File: src/rtl/system_monitor_frame_tx.sv
// ---------------------------------------------------------------------------
// system_monitor_frame_tx
//
// Frame serializer that sits behind the system-monitor channel arbiter. A
// one-cycle `write` snapshots the selected channel payload and the address,
// then the frame is streamed one byte at a time into a UART transmitter:
//   SYNC_BYTE, {1'b0, address}, payload bytes (LSB first), [checksum]
// When the UART has finished the last byte, `write_done` pulses for one cycle.
//
// Build option: define SYSMON_FRAME_CHECKSUM_EN to append a checksum byte
// (two's complement of the mod-256 sum of address and payload bytes). With
// the macro undefined the frame ends after the last payload byte and no
// accumulator is built.
//
// Ports
//   clk, reset        single clock, synchronous active-high reset
//   write             one-cycle frame request from the arbiter
//   tx_address        7-bit address, latched on accept
//   tx_channel        payload select, used only at accept
//   channel_data      flattened payloads, channel c at [c*PAYLOAD_BYTES*8 +: PAYLOAD_BYTES*8]
//   uart_tx_busy      UART transmitter busy
//   uart_tx_data      byte to send, valid while uart_tx_start is high
//   uart_tx_start     one-cycle send strobe (registered)
//   write_done        one-cycle pulse once the frame is complete
//   frame_busy        high from the cycle after accept through write_done
//   write_overrun     sticky: write arrived while a frame was in progress
//   state_dbg         current FSM state, for observation only
//
// UART handshake: a byte is offered only when uart_tx_busy is low; the UART
// raises busy the cycle after uart_tx_start and drops it when the byte is
// gone, so each byte waits for busy to rise and then to fall.
// ---------------------------------------------------------------------------
module system_monitor_frame_tx #(
   parameter int          NUM_CH        = 8,
   parameter int          PAYLOAD_BYTES = 4,
   parameter logic [7:0]  SYNC_BYTE     = 8'hA5
) (
   input  logic                              clk,
   input  logic                              reset,
   input  logic                              write,
   input  logic [6:0]                        tx_address,
   input  logic [$clog2(NUM_CH)-1:0]         tx_channel,
   input  logic [NUM_CH*PAYLOAD_BYTES*8-1:0] channel_data,
   input  logic                              uart_tx_busy,
   output logic [7:0]                        uart_tx_data,
   output logic                              uart_tx_start,
   output logic                              write_done,
   output logic                              frame_busy,
   output logic                              write_overrun,
   output logic [2:0]                        state_dbg
);

   localparam int CH_W  = $clog2(NUM_CH);
   localparam int PW    = PAYLOAD_BYTES * 8;
   localparam int IDX_W = $clog2(PAYLOAD_BYTES + 3);
`ifdef SYSMON_FRAME_CHECKSUM_EN
   localparam int FRAME_LEN = PAYLOAD_BYTES + 3;
`else
   localparam int FRAME_LEN = PAYLOAD_BYTES + 2;
`endif
   localparam logic [IDX_W-1:0] LAST_IDX = IDX_W'(FRAME_LEN - 1);

   typedef enum logic [2:0] {
      IDLE    = 3'd0,
      SEND    = 3'd1,
      WAIT_HI = 3'd2,
      WAIT_LO = 3'd3,
      DONE    = 3'd4
   } state_t;

   state_t           state_q, state_d;
   logic [IDX_W-1:0] idx_q, idx_d;
   logic [6:0]       addr_q, addr_d;
   logic [PW-1:0]    payload_q, payload_d;
   logic             start_q, start_d;
   logic [7:0]       data_q, data_d;
   logic             overrun_q, overrun_d;
   logic [PW-1:0]    snap;
   logic [7:0]       cur_byte;
`ifdef SYSMON_FRAME_CHECKSUM_EN
   logic [7:0]       acc_q, acc_d;
`endif

   // Payload of the requested channel; out-of-range selects read as zero.
   always_comb begin
      snap = '0;
      for (int c = 0; c < NUM_CH; c++) begin
         if (tx_channel == CH_W'(c)) snap = channel_data[c*PW +: PW];
      end
   end

   // Byte at the current frame position.
   always_comb begin
      cur_byte = '0;
      if (idx_q == '0) cur_byte = SYNC_BYTE;
      if (idx_q == IDX_W'(1)) cur_byte = {1'b0, addr_q};
      for (int i = 0; i < PAYLOAD_BYTES; i++) begin
         if (idx_q == IDX_W'(i + 2)) cur_byte = payload_q[i*8 +: 8];
      end
`ifdef SYSMON_FRAME_CHECKSUM_EN
      if (idx_q == LAST_IDX) cur_byte = 8'd0 - acc_q;
`endif
   end

   always_ff @(posedge clk) begin
      if (reset) begin
         state_q   <= IDLE;
         idx_q     <= '0;
         addr_q    <= '0;
         payload_q <= '0;
         start_q   <= 1'b0;
         data_q    <= '0;
         overrun_q <= 1'b0;
`ifdef SYSMON_FRAME_CHECKSUM_EN
         acc_q     <= '0;
`endif
      end else begin
         state_q   <= state_d;
         idx_q     <= idx_d;
         addr_q    <= addr_d;
         payload_q <= payload_d;
         start_q   <= start_d;
         data_q    <= data_d;
         overrun_q <= overrun_d;
`ifdef SYSMON_FRAME_CHECKSUM_EN
         acc_q     <= acc_d;
`endif
      end
   end

   always_comb begin
      state_d   = state_q;
      idx_d     = idx_q;
      addr_d    = addr_q;
      payload_d = payload_q;
      start_d   = 1'b0;
      data_d    = '0;
      // Any write outside IDLE (DONE included) is dropped and remembered.
      overrun_d = overrun_q | (write && (state_q != IDLE));
`ifdef SYSMON_FRAME_CHECKSUM_EN
      acc_d     = acc_q;
`endif
      case (state_q)
         IDLE: begin
            if (write) begin
               addr_d    = tx_address;
               payload_d = snap;
               idx_d     = '0;
`ifdef SYSMON_FRAME_CHECKSUM_EN
               acc_d     = '0;
`endif
               state_d   = SEND;
            end
         end
         SEND: begin
            if (!uart_tx_busy) begin
               start_d = 1'b1;
               data_d  = cur_byte;
`ifdef SYSMON_FRAME_CHECKSUM_EN
               // The sync byte is framing, not content, so it stays out of the sum.
               if (idx_q != '0) acc_d = acc_q + cur_byte;
`endif
               state_d = WAIT_HI;
            end
         end
         WAIT_HI: begin
            if (uart_tx_busy) state_d = WAIT_LO;
         end
         WAIT_LO: begin
            if (!uart_tx_busy) begin
               if (idx_q == LAST_IDX) begin
                  state_d = DONE;
               end else begin
                  idx_d   = idx_q + IDX_W'(1);
                  state_d = SEND;
               end
            end
         end
         DONE: state_d = IDLE;
         default: state_d = IDLE;
      endcase
   end

   assign uart_tx_start = start_q;
   assign uart_tx_data  = data_q;
   assign write_done    = (state_q == DONE);
   assign frame_busy    = (state_q != IDLE);
   assign write_overrun = overrun_q;
   assign state_dbg     = state_q;

endmodule
File: config.mk
export PLATFORM = sky130hd
export DESIGN_NAME = system_monitor_frame_tx
export DESIGN_NICKNAME = d
export VERILOG_FILES = /design/src/rtl/system_monitor_frame_tx.sv
export SDC_FILE = /design/constraint.sdc
export NUM_CORES = 1
export LEC_CHECK = 0
export ABC_CLOCK_PERIOD_IN_PS = 3100
export BUFFER_PORTS_ARGS = -buffer_cell sky130_fd_sc_hd__buf_2
export CORE_MARGIN = 2
export CORE_UTILIZATION = 29
export DETAILED_ROUTE_END_ITERATION = 8
export GPL_TIMING_DRIVEN = 1
export PLACE_DENSITY = 0.69
export SYNTH_ARGS = -nofsm -noshare
export SYNTH_HDL_FRONTEND = slang
export SYNTH_SLANG_ARGS = --single-unit
export TNS_END_PERCENT = 5
File: constraint.sdc
create_clock -name clk -period 3.1 [get_ports clk]
set_clock_uncertainty 0.15 [all_clocks]
set_input_delay 0.775 -clock clk [delete_from_list [all_inputs] [get_ports clk]]
set_output_delay 0.775 -clock clk [all_outputs]
set_load 0.01 [all_outputs]
==> impl_metrics.py <==
metrics = {
    "cts": {
        "clock-sinks": 55,
        "htree_levels": 2,
        "path_clk_slew_ns": 0.07,
        "post_cts_buffers": 0,
        "insertion_delay_ns": 0.30,
        "cts-hold-fix-buffers": 0,
        "cts_tree": "built",
        "cts_max_path_buffers": 2,
        "numCtsBuffers": 5,
        "post_cts_resized": 0,
        "cts-root-buf": "clkbuf_16",
    },
    "sta": {
        "rsz0062_at_grt": "false",
        "fmax_ghz": 0.434,
        "fin_tns_setup_ns": 0,
        "relSlewSlack_pct": 62.7,
        "hold_viol_final": 0,
        "period_needed_ns": 2.30,
        "finalMaxSlewViolations": 0,
        "setup_viol": 0,
        "fin_ws_ns": 0.797,
        "tightest_slew_ns": 0.558,
        "post-route-period-util_pct": 74.3,
    },
    "worst_setup_path": {
        "critPathMaxStageDelay_ns": 0.47,
        "crit_fanout": 33,
        "cp_top_family": "buffers and inverters",
        "crit_type": "in2reg",
        "crit_chain": "buf_2 -> buf_4 -> mux4_2 -> nand2_1 -> a311oi_1",
        "r2r_start": "idx_q[1]",
        "rr_worst_depth": 7,
        "cp_data_required_time_ns": 3.11,
        "crit_path_start_kind": "primary input",
        "path_buf_inv": 2,
        "slowest_stage": "buf_4",
        "r2r_end": "idx_q[2]",
        "end_kind": "register",
        "r2r_slack_ns": 0.83,
        "cp.arrival_ns": 2.32,
        "crit_cells": 5,
    },
    "placement": {
        "gp_congestion": 0.826,
        "dp_slack_ns": 0.515,
        "dp.final_hpwl_um": 13700,
        "io_buffers": 284,
    },
    "global_route": {
        "use_met1_pct": 26.3,
        "overflow": 0,
        "grt_max_degree": 50,
        "grt_pass1_vias": 4898,
        "grt_pass1_wl_um": 25300,
        "antenna_found_initial": 0,
        "met3_usage_pct": 2.99,
        "grt.total_usage_pct": 19.6,
        "busiest_layer": "met2",
        "met2_usage_pct": 33.1,
    },
    "pwr": {
        "p_per_area_nw_per_um2": 330,
        "vdd.ir_drop.worst_mv": 0.211,
        "leakage_nw": 2.82,
    },
    "status": {
        "outcome": "complete, no violations",
    },
    "yosys": {
        "synth_enable_flop_cells": 0,
        "ys_ff_latch": 55,
        "yosys.area.top_type_share_pct": 24.5,
        "yosys-top-cells-area": "dfxtp_1 25%, mux4_2 15%, mux2i_1 11%",
        "synth_seq_area_share_pct": 24.5,
        "async_reset_ff_share_pct": 0,
        "synthDistinctLibCells": 51,
        "syn_nets": 779,
        "netlist_instances": 504,
        "yosysTopAreaCell": "dfxtp_1",
        "synth_warnings": 0,
        "syn-mean-instance-area_sq_um": 8.91,
        "synth_ff_type": "dfxtp_1",
        "syn_area_sq_um": 4490,
    },
    "floorplan": {
        "start_util_pct": 29.7,
        "die-area_sq_um": 16500,
        "design.core.area_sq_um": 15100,
        "num_rows": 45,
        "ioPinCount": 285,
        "die_w_um": 128,
        "die_height_um": 128,
    },
    "run": {
        "maxCapViolations": 0,
    },
    "detailed_routing": {
        "wire_per_inst_um": 17.7,
        "vias_per_cell": 5.33,
        "final_antenna_net_count": 0,
        "via_count": 5068,
        "post-route-drc-count": 0,
        "dr.pass1.iters": 5,
        "drt-initial-drc-count": 345,
        "drt-total-wl_um": 16800,
    },
    "layout": {
        "nNetsFinal": 1036,
        "n_fill_cell": 1575,
        "antenna_cells": 0,
        "drive_gt1_share_pct": 48.0,
        "multi_input_area_sq_um": 3120,
        "syn_to_final_growth_pct": 37.5,
        "regArea_sq_um": 1100,
    },
    "hold_path": {
        "min_to": "addr_q[1]",
        "holdPathStages": 2,
        "min_from": "addr_q[1]",
        "hold_class": "reg2reg",
    },
}
-- kinds of logic (layout without fill, tap and decap cells) --
| kind of cell | after synthesis | after routing | share of synthesized area, % |
|---|---|---|---|
| compound gates | 143 | 143 | 21.6 |
| xor+xnor | 1 | 1 | 0.195 |
| fa+ha+maj | 5 | 5 | 1.39 |
| buf+inv | 55 | 313 | 6.18 |
| flops | 55 | 55 | 24.5 |
| mux | 96 | 96 | 30.0 |
| simple gates | 149 | 149 | 16.1 |
-- report_power, final --
group	switching (mW)	internal, mW
combinational	0.296	0.339
sequential	0.0498	0.764
clock	0.283	0.303
-- worst register-to-register path, cell delays in order, from the launching register on --
cell	delay, ns
dfxtp_1	0.40
inv_1	0.08
ha_1	0.34
nand2_1	0.12
buf_4	0.22
nand4b_1	0.15
a21oi_1	0.33
mux2_2	0.37
-- registers in the layout, indices dropped and copies added (netlist names) --
signal         count
payload_q         32
uart_tx_data       8
addr_q             7
idx_q              3
state_dbg          3
uart_tx_start      1
write_overrun      1
-- cells in the mapped netlist, types with 2 or more instances --
cell type	count
clkbuf_1	17
o21bai_1	6
buf_6	3
a222oi_1	4
o21ai_0	13
a21oi_1	48
nand3_1	2
a221oi_1	3
a32o_1	8
o221ai_1	2
mux2_2	18
nand2b_1	12
nand2_1	65
o22a_1	6
nor3b_1	2
buf_4	7
a211oi_1	12
inv_1	6
nor2_1	29
nand3b_1	3
a311oi_1	11
ha_1	5
dfxtp_1	55
a31o_2	2
mux2i_1	49
o211ai_1	8
and2_1	5
a21o_1	2
mux4_2	29
nor3_1	15
o22ai_1	12
or3b_2	8
buf_2	18
buf_1	2
-- routing by layer --
layer	wire [um]	up-vias	share of wire, %
met2	8400	210	50
met4	265	0	1.6
met5	0	-	0
met3	951	24	5.6
met1	7230	2394	43
li1	-	2440	-
-- per-stage QoR --
step	hold slack, ns	util, %	cells	total power, mW	area [sq um]
final	0.312	40.8	950	2.04	6170
after global routing	0.341	40.8	950	2.15	6170
after CTS	0.314	40.8	950	2.06	6170
after detailed placement	0.302	39.8	942	1.47	6020
after global placement	0.294	39.8	942	1.46	6020
after floorplan	0.286	-	504	1.19	4490
-- layout by cell type (no fill, tap or decap), types with 14 or more instances in the layout --
| cell | count |
|---|---|
| buf_4 | 14 |
| dfxtp_1 | 55 |
| mux2i_1 | 49 |
| a21oi_1 | 48 |
| nor2_1 | 29 |
| buf_2 | 282 |
| mux2_2 | 18 |
| nor3_1 | 15 |
| mux4_2 | 29 |
| nand2_1 | 65 |
-- cell type report --
type,count,area share [%]
clock buffers,5,2.03
inverters,8,0.486
well taps,188,3.81
multi-input cells,394,50.6
clock inverters,3,0.405
flip-flops and latches,55,17.8
repair buffers,297,24.9
-- how the worst max path moves through the flow --
stage | startpoint | to | slack (ns)
final | tx_channel[2] | payload_q[25] | 0.80
after global routing | tx_channel[1] | payload_q[16] | 0.68
after detailed placement | tx_channel[2] | payload_q[7] | 0.51
after global placement | tx_channel[2] | payload_q[25] | 0.53
after CTS | idx_q[1] | idx_q[2] | 0.82
after floorplan | tx_channel[1] | payload_q[10] | 0.92
Power figures use the tool's default switching activity.
